==> src/rtl/alu_pkg.sv <==
// ============================================================================
//  Module      : alu_pkg
//  Description : Shared constants and types for the bit-serial ALU sequencer.
//  Revision    : 1.0 - initial release
// ============================================================================
`default_nettype none

package alu_pkg;

    localparam logic [3:0] ALU_AND = 4'b0000;
    localparam logic [3:0] ALU_OR  = 4'b0001;
    localparam logic [3:0] ALU_ADD = 4'b0010;
    localparam logic [3:0] ALU_SUB = 4'b0110;
    localparam logic [3:0] ALU_SLT = 4'b0111;
    localparam logic [3:0] ALU_NOR = 4'b1100;

    localparam logic [1:0] OP_AND  = 2'b00;
    localparam logic [1:0] OP_OR   = 2'b01;
    localparam logic [1:0] OP_SUM  = 2'b10;
    localparam logic [1:0] OP_LESS = 2'b11;

    typedef enum logic [1:0] {
        ST_IDLE = 2'd0,
        ST_RUN  = 2'd1,
        ST_DONE = 2'd2
    } alu_state_t;

    typedef struct packed {
        logic       legal;
        logic       ainv;
        logic       binv;
        logic [1:0] op;
        logic       is_addsub;
        logic       is_slt;
    } alu_decode_t;

endpackage

`default_nettype wire

==> src/rtl/alu_cell.sv <==
// ============================================================================
//  Module      : alu_cell
//  Description : One-bit ALU slice: optional operand inversion, AND/OR/SUM/LESS.
//  Revision    : 1.0 - initial release
// ============================================================================
`default_nettype none

module alu_cell
    import alu_pkg::*;
(
    input  logic       a,
    input  logic       b,
    input  logic       a_invert,
    input  logic       b_invert,
    input  logic       carry_in,
    input  logic       less,
    input  logic [1:0] op,
    output logic       result,
    output logic       carry_out
);

    logic w_a;
    logic w_b;
    logic w_sum;

    assign w_a       = a ^ a_invert;
    assign w_b       = b ^ b_invert;
    assign w_sum     = w_a ^ w_b ^ carry_in;
    assign carry_out = (w_a & w_b) | (w_a & carry_in) | (w_b & carry_in);

    always_comb begin
        result = 1'b0;
        case (op)
            OP_AND:  result = w_a & w_b;
            OP_OR:   result = w_a | w_b;
            OP_SUM:  result = w_sum;
            default: result = less;
        endcase
    end

endmodule

`default_nettype wire

==> src/rtl/alu_serial_ctrl.sv <==
// ============================================================================
//  Module      : alu_serial_ctrl
//  Description : Bit-serial ALU sequencer driving one alu_cell LSB to MSB.
//  Revision    : 1.0 - initial release
// ============================================================================
`default_nettype none

module alu_serial_ctrl
    import alu_pkg::*;
#(
    parameter int WIDTH = 32
) (
    input  logic             clk,
    input  logic             rst,
    input  logic             start,
    input  logic [3:0]       alu_ctl,
    input  logic [WIDTH-1:0] a,
    input  logic [WIDTH-1:0] b,
    output logic             busy,
    output logic             done,
    output logic [WIDTH-1:0] result,
    output logic             zero,
    output logic             overflow,
    output logic             illegal
);

    localparam int                c_idx_w    = $clog2(WIDTH);
    localparam logic [c_idx_w-1:0] c_idx_last = c_idx_w'(WIDTH - 1);

    function automatic alu_decode_t decode_ctl(input logic [3:0] ctl);
        alu_decode_t d;
        d    = '0;
        d.op = OP_AND;
        case (ctl)
            ALU_AND: d.legal = 1'b1;
            ALU_OR:  begin d.legal = 1'b1; d.op = OP_OR; end
            ALU_ADD: begin d.legal = 1'b1; d.op = OP_SUM; d.is_addsub = 1'b1; end
            ALU_SUB: begin d.legal = 1'b1; d.binv = 1'b1; d.op = OP_SUM; d.is_addsub = 1'b1; end
            // SLT needs the full difference; the sum bits themselves are dropped
            ALU_SLT: begin d.legal = 1'b1; d.binv = 1'b1; d.op = OP_SUM; d.is_slt = 1'b1; end
            ALU_NOR: begin d.legal = 1'b1; d.ainv = 1'b1; d.binv = 1'b1; end
            default: ;
        endcase
        return d;
    endfunction

    alu_state_t         r_state;
    logic [WIDTH-1:0]   r_a;
    logic [WIDTH-1:0]   r_b;
    logic [WIDTH-1:0]   r_shadow;
    logic [c_idx_w-1:0] r_idx;
    logic               r_carry;
    logic               r_ainv;
    logic               r_binv;
    logic [1:0]         r_op;
    logic               r_is_addsub;
    logic               r_is_slt;

    alu_decode_t        w_dec;
    logic               w_cell_res;
    logic               w_co;
    logic               w_ovf;
    logic               w_set;
    logic [WIDTH-1:0]   w_shadow_next;
    logic [WIDTH-1:0]   w_final;

    assign w_dec = decode_ctl(alu_ctl);

    alu_cell u_cell (
        .a         (r_a[r_idx]),
        .b         (r_b[r_idx]),
        .a_invert  (r_ainv),
        .b_invert  (r_binv),
        .carry_in  (r_carry),
        .less      (1'b0),
        .op        (r_op),
        .result    (w_cell_res),
        .carry_out (w_co)
    );

    // Only meaningful on the MSB cycle, which is the only time they are used
    assign w_ovf = r_carry ^ w_co;
    assign w_set = w_cell_res ^ w_ovf;

    always_comb begin
        w_shadow_next        = r_shadow;
        w_shadow_next[r_idx] = w_cell_res;
    end

    assign w_final = r_is_slt ? {{(WIDTH-1){1'b0}}, w_set} : w_shadow_next;

    always_ff @(posedge clk or posedge rst) begin
        if (rst) begin
            r_state     <= ST_IDLE;
            r_a         <= '0;
            r_b         <= '0;
            r_shadow    <= '0;
            r_idx       <= '0;
            r_carry     <= 1'b0;
            r_ainv      <= 1'b0;
            r_binv      <= 1'b0;
            r_op        <= OP_AND;
            r_is_addsub <= 1'b0;
            r_is_slt    <= 1'b0;
            busy        <= 1'b0;
            done        <= 1'b0;
            result      <= '0;
            zero        <= 1'b0;
            overflow    <= 1'b0;
            illegal     <= 1'b0;
        end else begin
            done <= 1'b0;
            case (r_state)
                ST_RUN: begin
                    r_shadow <= w_shadow_next;
                    r_carry  <= w_co;
                    r_idx    <= r_idx + 1'b1;
                    if (r_idx == c_idx_last) begin
                        r_state  <= ST_DONE;
                        busy     <= 1'b0;
                        done     <= 1'b1;
                        result   <= w_final;
                        zero     <= (w_final == '0);
                        overflow <= r_is_addsub & w_ovf;
                        illegal  <= 1'b0;
                    end
                end
                default: begin
                    if (start) begin
                        r_a         <= a;
                        r_b         <= b;
                        r_idx       <= '0;
                        r_carry     <= w_dec.binv;
                        r_ainv      <= w_dec.ainv;
                        r_binv      <= w_dec.binv;
                        r_op        <= w_dec.op;
                        r_is_addsub <= w_dec.is_addsub;
                        r_is_slt    <= w_dec.is_slt;
                        if (w_dec.legal) begin
                            r_state <= ST_RUN;
                            busy    <= 1'b1;
                        end else begin
                            r_state  <= ST_DONE;
                            done     <= 1'b1;
                            result   <= '0;
                            zero     <= 1'b1;
                            overflow <= 1'b0;
                            illegal  <= 1'b1;
                        end
                    end else begin
                        r_state <= ST_IDLE;
                    end
                end
            endcase
        end
    end

endmodule

`default_nettype wire

==> config.mk <==
export PLATFORM = sky130hd
export DESIGN_NAME = alu_serial_ctrl
export DESIGN_NICKNAME = d
export VERILOG_FILES = /design/src/rtl/alu_pkg.sv /design/src/rtl/alu_cell.sv /design/src/rtl/alu_serial_ctrl.sv
export SDC_FILE = /design/constraint.sdc
export NUM_CORES = 1
export LEC_CHECK = 0
export ABC_AREA = 1
export CAP_MARGIN = 40
export CORE_MARGIN = 4
export CORE_UTILIZATION = 60
export CTS_BUF_LIST = sky130_fd_sc_hd__clkbuf_8
export CTS_CLUSTER_DIAMETER = 120
export CTS_CLUSTER_SIZE = 30
export DETAILED_ROUTE_END_ITERATION = 8
export PLACE_DENSITY = 0.95
export SLEW_MARGIN = 40
export SYNTH_ARGS = -nofsm -noshare
export SYNTH_HDL_FRONTEND = slang
export SYNTH_SLANG_ARGS = --single-unit
==> constraint.sdc <==
create_clock -name clk -period 11.4 [get_ports clk]
set_clock_uncertainty 0.05 [all_clocks]
set_input_delay 2.85 -clock clk [delete_from_list [all_inputs] [get_ports clk]]
set_output_delay 2.85 -clock clk [all_outputs]
set_load 0.01 [all_outputs]
==> results of run 1 <==
## final timing paths
| path | from | to | slack (ns) |
|---|---|---|---|
| max | alu_ctl[3] | zero | 6.41 |
| max reg2reg | r_idx[1] | zero | 7.24 |
| max in group asynchronous | rst | result[2] | 7.42 |
| min reg2reg | r_shadow[7] | r_shadow[7] | 0.43 |
| min | r_shadow[7] | r_shadow[7] | 0.43 |
| min in group asynchronous | rst | r_b[27] | 2.83 |
## logic make-up after synthesis
group | after synthesis | share of synthesized area (%)
compound gates | 108 | 7.36
xor+xnor | 1 | 0.118
fa+ha+maj | 6 | 1.01
buf+inv | 148 | 8.45
flops | 147 | 49.4
simple gates | 575 | 33.7
## worst max-delay path, cell delays in order
cell and delay [ns]:
clkdlybuf4s50_1 0.47, inv_1 0.05, nand2_1 0.09, nor2_1 0.06, nor4_1 0.42, inv_1 0.12
nor2_1 0.21, clkinv_2 0.46, nand2_1 0.22, nand4_1 0.12, nor2_1 0.12, nand3_1 0.08
nand2_1 0.06
## power groups by stage
| stage | logic (mW) | registers (mW) | clock network [mW] |
|---|---|---|---|
| 6_report | 0.715 | 0.685 | 0.384 |
| 3_3_place_gp | 0.665 | 0.686 | 0 |
| 5_1_grt | 0.797 | 0.695 | 0.408 |
| 2_1_floorplan | 0.544 | 0.671 | 0 |
| 4_1_cts | 0.699 | 0.683 | 0.388 |
| 3_5_place_dp | 0.690 | 0.692 | 0 |
## synthesized netlist by cell type
master | count | area, um2
buf_4 | 5 | 37.5
ha_1 | 6 | 75.1
inv_1 | 86 | 323
nand2_2 | 1 | 6.26
nand3b_1 | 1 | 7.51
a21oi_1 | 2 | 10.0
buf_2 | 4 | 20.0
nand3_1 | 129 | 646
inv_6 | 1 | 8.76
clkinv_1 | 4 | 15.0
buf_6 | 6 | 67.6
a22oi_1 | 1 | 7.51
nand4_1 | 31 | 194
or2_2 | 32 | 200
clkbuf_1 | 32 | 120
nor4_1 | 3 | 18.8
nand3_2 | 1 | 10.0
xor2_1 | 1 | 8.76
a31oi_1 | 2 | 12.5
o21ai_0 | 102 | 510
nor2_1 | 75 | 282
nor3_2 | 1 | 10.0
dfrtp_1 | 147 | 3680
nand2_1 | 296 | 1110
inv_2 | 2 | 7.51
buf_1 | 8 | 30.0
nor3_1 | 5 | 25.0
o31ai_1 | 1 | 7.51
## layer usage
layer | wire (um) | vias up | GRT usage (%)
met4 | 555 | 0 | 11.7
met3 | 1740 | 63 | 7.31
met5 | 0 | - | 0
met1 | 7700 | 3206 | 36.8
met2 | 8910 | 372 | 41.8
li1 | - | 3321 | -
## state kept, by name (all words and copies together) (netlist names), 2 cells and up
name and count:
r_state 2, r_b 32, r_op 2, r_shadow 32
result 32, r_idx 5, r_a 32
## through the flow
stage | hold slack (ns) | std cells | worst slack [ns] | util [%] | power, mW
after floorplan | 0.392 | 985 | 4.55 | - | 1.21
after global placement | 0.403 | 1209 | 5.66 | 70.5 | 1.35
after detailed placement | 0.408 | 1209 | 5.99 | 70.7 | 1.38
after CTS | 0.427 | 1241 | 6.47 | 73.8 | 1.77
after global routing | 0.442 | 1241 | 6.23 | 73.8 | 1.90
final | 0.427 | 1241 | 6.41 | 73.8 | 1.78
## area by class of cell
| type | instances | area [um2] |
|---|---|---|
| flip-flops and latches | 147 | 3680 |
| multi-input cells | 690 | 3170 |
| fillers | 844 | 3160 |
| repair buffers | 111 | 1110 |
| inverters | 93 | 362 |
| clock buffers | 21 | 289 |
| well taps | 168 | 210 |
| clock inverters | 11 | 87.6 |
==> results, run 1 <==
- Gates resized during post-CTS repair numbered 0.
- Measured along the x axis, the die boundary spans 119 um.
- The signed area change from the synthesized netlist to the final layout is 19.5%.
- Net switching is 41.6% of the power.
- In the final routed layout, each cell accounts on average for 15.2 um.
- The design internal power is 1.04 mW.
- The detailed-placement wirelength estimate is 12500 um.
- Sequential elements use 49.4% of the synthesized area.
- The tool flagged a number of max-cap violations equal to 0.
- The share of the clock period used by the worst path after layout is 43.7%.
- The most common library cell in the layout ignoring fill and taps is nand2_1.
- Measured against its own limit, the worst slew margin works out to 50.0%.
- The total vias in the final route is 6962.
- Setup repair after global routing left no endpoint under its margin.
- The number of DRC violations after detailed routing is 0.
- The die extent in y is 119 um.
- Adding up every negative setup slack in the final design gives 0 ns.
- The critical path endpoint category is a flop.
- Setup violations remaining at the end of the flow were counted as 0.
- The number of global-route vias before repair is 6555.
- Routability-driven placement finished with a final weighted congestion of 0.894.
- The fmax is 201 MHz.
- In the final layout, the share of cells above drive strength 1 is 7.46%.
- The placement row count is 40.
- The die covers 0.0143 mm2.
- Counting distinct cell types in the post-synthesis netlist gives 28.
- The first global-routing pass estimated 31300 um of wire.
- Sequential cells burn 38.4% of the power.
- The synthesis-stage register bit count is 147.
- In this run the remaining antenna-violating nets after routing total 0.
- The number of clock sinks is 147.
- The cell area after placement is 0.00852 mm2.
- The fraction of power consumed by combinational cells is 40.1%.
- After global routing the overflow that remains totals 0.
- The pin count of the biggest net entering global routing is 133.
- The total wire length after detailed routing is 18900 um.
- In this run the worst hold path is classified as reg -> reg.
- The worst-case reg-to-reg path depth is 20.
- The number of antenna violations at the first check in global routing is 0.
- The synthesized area divided by synthesized cell count is 7.56 um2.
- The violation count after the first detailed-routing iteration is 834.
- The shortest clock period the worst path allows after layout is 4.99 ns.
- The analysis attributes to net switching a power of 0.743 mW.
- Once the floorplan was initialized, standard cells occupied 61.8% of the core.
- The cts-stage hold buffer count is 0.
- The run finished with clean final reports.
- The hold violation count in the final report is 0.
- Post-CTS timing repair inserted 0 buffers for setup.
- After clock tree synthesis, the clock-pin slew on the worst setup and hold paths is 0.08 ns.
- Of all nets on the critical path, the largest fanout is 36.
- During I/O placement, the number of pins put on the boundary was 108.
- In this run the static leakage power is 4.44 nW.
- The measured slew at the worst slew-check pin is 0.750 ns.
- The endpoint arrival time on the critical path is 5.35 ns.
- During placement, the flow inserted port buffers numbering 107.
- VDD sags by at most 0.000132 V.
- The total of warnings raised by yosys is 0.
- The number of search-and-repair iterations in the first detailed-routing pass is 6.
- Once layout is done, the placed cells without fillers occupy 0.00890 mm2.
- The worst-case clock buffer depth is 2.
- Global routing used 27.3% of the available tracks across all layers.
- The number of clock buffers added by TritonCTS is 17.
- The count of mapped cells out of synthesis is 985.
- In this run the number of H-tree levels came out at 4.
- Summing every instance area after synthesis gives 0.00745 mm2.
- The power density over the cells is 200 mW/mm2.
- The number of nets handed over by synthesis was 1062.
- The via-per-instance ratio is 5.61.
- The total core area is 0.0121 mm2.
- The data required time at the worst endpoint is 11.76 ns.
- The critical path launch point type is an input port.
- The clock latency on the worst-skew pair is 0.47 ns.
- The number of pins with negative max-slew slack in the final report came to 0.
- The count of inserted antenna diode cells is 0.
- The share of total power in the clock network is 21.5%.
- The critical path is of the in -> reg type.
- The final layout net count is 1137.
- The master cell of the clock root buffer is clkbuf_8.
- The TritonCTS clock tree is built.
- The top cell types in the final layout, fill and taps aside, are nand2_1, dfrtp_1, nand3_1.
- The cell depth of the worst min-delay path is 2.
Note: power is estimated with default switching activity, not from simulation.
==> run 2, diff against run 1 <==
--- a/config.mk
+++ b/config.mk
@@ -8,12 +8,12 @@
 export ABC_AREA = 1
 export CAP_MARGIN = 40
 export CORE_MARGIN = 4
-export CORE_UTILIZATION = 60
+export CORE_UTILIZATION = 51
 export CTS_BUF_LIST = sky130_fd_sc_hd__clkbuf_8
 export CTS_CLUSTER_DIAMETER = 120
 export CTS_CLUSTER_SIZE = 30
 export DETAILED_ROUTE_END_ITERATION = 8
-export PLACE_DENSITY = 0.95
+export PLACE_DENSITY = 0.88
 export SLEW_MARGIN = 40
 export SYNTH_ARGS = -nofsm -noshare
 export SYNTH_HDL_FRONTEND = slang
==> constraint.sdc (replaced) <==
create_clock -name clk -period 4.3 [get_ports clk]
set_clock_uncertainty 0.05 [all_clocks]
set_input_delay 1.075 -clock clk [delete_from_list [all_inputs] [get_ports clk]]
set_output_delay 1.075 -clock clk [all_outputs]
set_load 0.01 [all_outputs]
==> run 2 against run 1 <==
  * Worst setup slack lost 5.7 ns
  * Sequential cell count is the same
  * Routed wire length shrank 0.61%
  * Utilization shrank 10 points
  * Combinational power grew to 2.7 times the previous value
  * Register-to-register slack lost 6.6 ns
  * Critical path type is now reg -> reg
  * Critical endpoint unchanged
  * Largest power group unchanged
  * Highest routed layer unchanged
==> results, run 2 (synthesis gave the netlist of run 1 again) <==
- In this run, the clock network consumes 20.7% of the power.
- The critical-path cell with the highest stage delay is dfrtp_1.
- For this run, the slowest stage of the critical path takes 0.52 ns.
- The violation count after the first detailed-routing iteration is 862.
- The switching power total is 1.93 mW.
- The H-tree generated during clock tree synthesis spans 4 levels.
- After layout, the worst path uses 84.4% of the clock period.
- The pre-CTS setup slack is 0.754 ns.
- In this run the deepest clock path goes through 2 buffers.
- The min-delay analysis places its worst path in the category reg -> reg.
- In this run, flip-flops and latches consume 38.1% of the power.
- The routed layout has 6901 vias.
- For the worst setup path, the data arrival time is 3.98 ns.
- The clock latency on the worst-skew pair is 0.45 ns.
- The count of inserted antenna diode cells is 0.
- The critical path endpoint category is a flop.
- The floorplan die area is 0.0166 mm2.
- The cell area after layout is 0.00895 mm2.
- Cell internal power was estimated by the tool at 2.77 mW.
- Setup slack closes at 0.669 ns.
- The number of I/O port buffers is 107.
- The first global-routing pass estimated 30900 um of wire.
- The number of cells on the worst reg-to-reg path is 21.
- For this design the top-level I/O count stands at 108.
- The static leakage is 4.46 nW.
- The number of setup buffers added after CTS is 0.
- The placed instances occupy a cell area of 0.00860 mm2.
- The initialized floorplan defines 43 standard-cell rows.
- Routability-driven placement finished with a final weighted congestion of 0.823.
- For this design the ratio of total power to cell area is 526 mW/mm2.
- The cell that appears most often on the critical path is nand2_1.
- On the final layout, the worst hold slack is 0.429 ns.
- After clock tree synthesis, the flow added hold-fix buffers numbering 0.
- The detail route stage leaves a number of antenna-violating nets equal to 0.
- The most common library cell in the layout ignoring fill and taps is nand2_1.
- After detailed routing, the average wire length per cell comes to 14.9 um.
- The number of antenna violations at the first check in global routing came to 0.
- The count of buffering cells on the critical path with inverters included is 3.
- The flow ran to the end, and the final reports show no timing, DRC or antenna violations.
- After clock tree synthesis, the clock-pin slew on the worst setup and hold paths is 0.08 ns.
- The kind of cell adding the most delay to the critical path is simple AND/OR/NAND/NOR gates.
- The routed design has 18800 um of wire.
- The via-per-instance ratio is 5.48.
- The fmax is 275 MHz.
- Headroom to the max-slew limit came out at 49.0%.
- The cell depth of the worst min-delay path is 2.
- The total global routing track utilization is 23.1%.
- In this run the horizontal extent of the chip is 129 um.
- The number of DRC violations after detailed routing is 0.
- The number of global-route vias before repair is 6578.
- The worst setup path is launched from a flop.
- The hold violation count in the final report is 0.
- Setup violations remaining at the end of the flow were counted as 0.
- The clock period could shrink to 3.63 ns.
- The final layout net count is 1146.
- Once the clock tree was built, the resizer swapped 0 gates to a different size.
- The first detailed-routing pass ran for 5 iterations.
- At the pin with the least slew margin, the transition time is 0.765 ns.
- The number of clock sinks is 147.
- CTS placed an instance of clkbuf_8 at the clock tree root.
- The post-route setup TNS is 0 ns.
- The highest fanout seen on the critical path is 19.
- In the layout the commonest cells are nand2_1, dfrtp_1, nand3_1.
- The pin count of the biggest net entering global routing is 133.
- Setup repair after global routing left no endpoint under its margin.
- The TritonCTS clock tree is built.
- The TritonCTS buffer count is 17.
- The detailed-placement wirelength estimate is 12900 um.
- The floorplan step defined a core boundary enclosing 0.0141 mm2.
- In this run the number of cells on the critical path is 21.
- The fraction of power consumed by combinational cells is 41.2%.
- The die extent in y is 129 um.
- The critical path is of the reg -> reg type.
- Relative to the synthesized area, the layout overhead comes to 20.1%.
- Data on the critical path is required at its endpoint by 4.65 ns.
- The peak supply drop is 0.000367 V.
- The switching share of power is 41.1%.
- The ratio of cells with drive above 1 in the final layout is 7.50%.
- The number of pins with negative max-slew slack in the final report was 0.
- The signal on the critical path passes through buf_4 > nand2_1 > nand3_1 > nand2_1 > nand2_1 > nand2_1 > nor2_1 > nand3_1 > nand2_1 > inv_1 > ha_1 > nand2_1 > buf_4 > nand4_1 > nand3_1 > nand2_1 > nor2_1 > nand2_1 > nor2_1 > nand3_1 > nand2_1.
- Once the floorplan was initialized, standard cells occupied 52.8% of the core.
- For this run the aggregate overflow at the end of global routing stands at 0.
- The number of violations of the max-capacitance limit is 0.
==> run 2: path summary, 6_finish.rpt <==
check	slack (ns)	from	to
max	0.67	r_idx[0]	zero
min	0.43	r_shadow[29]	r_shadow[29]
max reg2reg	0.67	r_idx[0]	zero
min reg2reg	0.43	r_shadow[29]	r_shadow[29]
max in group asynchronous	2.45	rst	r_a[19]
min in group asynchronous	0.96	rst	illegal
==> run 2: final cells by class <==
type                    count  area, um2
clock buffers              20        275
clock inverters            10       71.3
fillers                  1172       5150
inverters                  93        358
multi-input cells         690       3150
flip-flops and latches    147       3680
well taps                 180        225
repair buffers            120       1180
==> run 2: power by group through the flow <==
stage | sequential [mW] | clock, mW | combinational (mW)
finish | 1.79 | 0.973 | 1.94
global placement | 1.80 | 0 | 1.85
CTS | 1.79 | 0.978 | 1.90
global route | 1.82 | 1.04 | 2.18
floorplan | 1.78 | 0 | 1.44
detailed placement | 1.81 | 0 | 1.89
==> run 2: stage by stage <==
stage	instances	power, mW	utilization [%]
6_report	1260	4.70	63.5
5_1_grt	1260	5.04	63.5
4_1_cts	1260	4.67	63.5
3_5_place_dp	1230	3.71	61.0
3_3_place_gp	1230	3.65	61.0
2_1_floorplan	985	3.22	-
==> run 2: metal layers <==
layer,global-route usage (%),vias up,part of all wire [%]
met5,0,-,0
met4,9.76,0,2.6
met3,4.98,48,7.8
met2,36.2,310,47
met1,31.4,3207,43
li1,-,3336,-
==> run 2: worst min-delay path: cells and delay by family (launching register included) <==
kind             cells  cell delay [ns]
DFF                  1             0.34
and+or+nand+nor      2             0.10
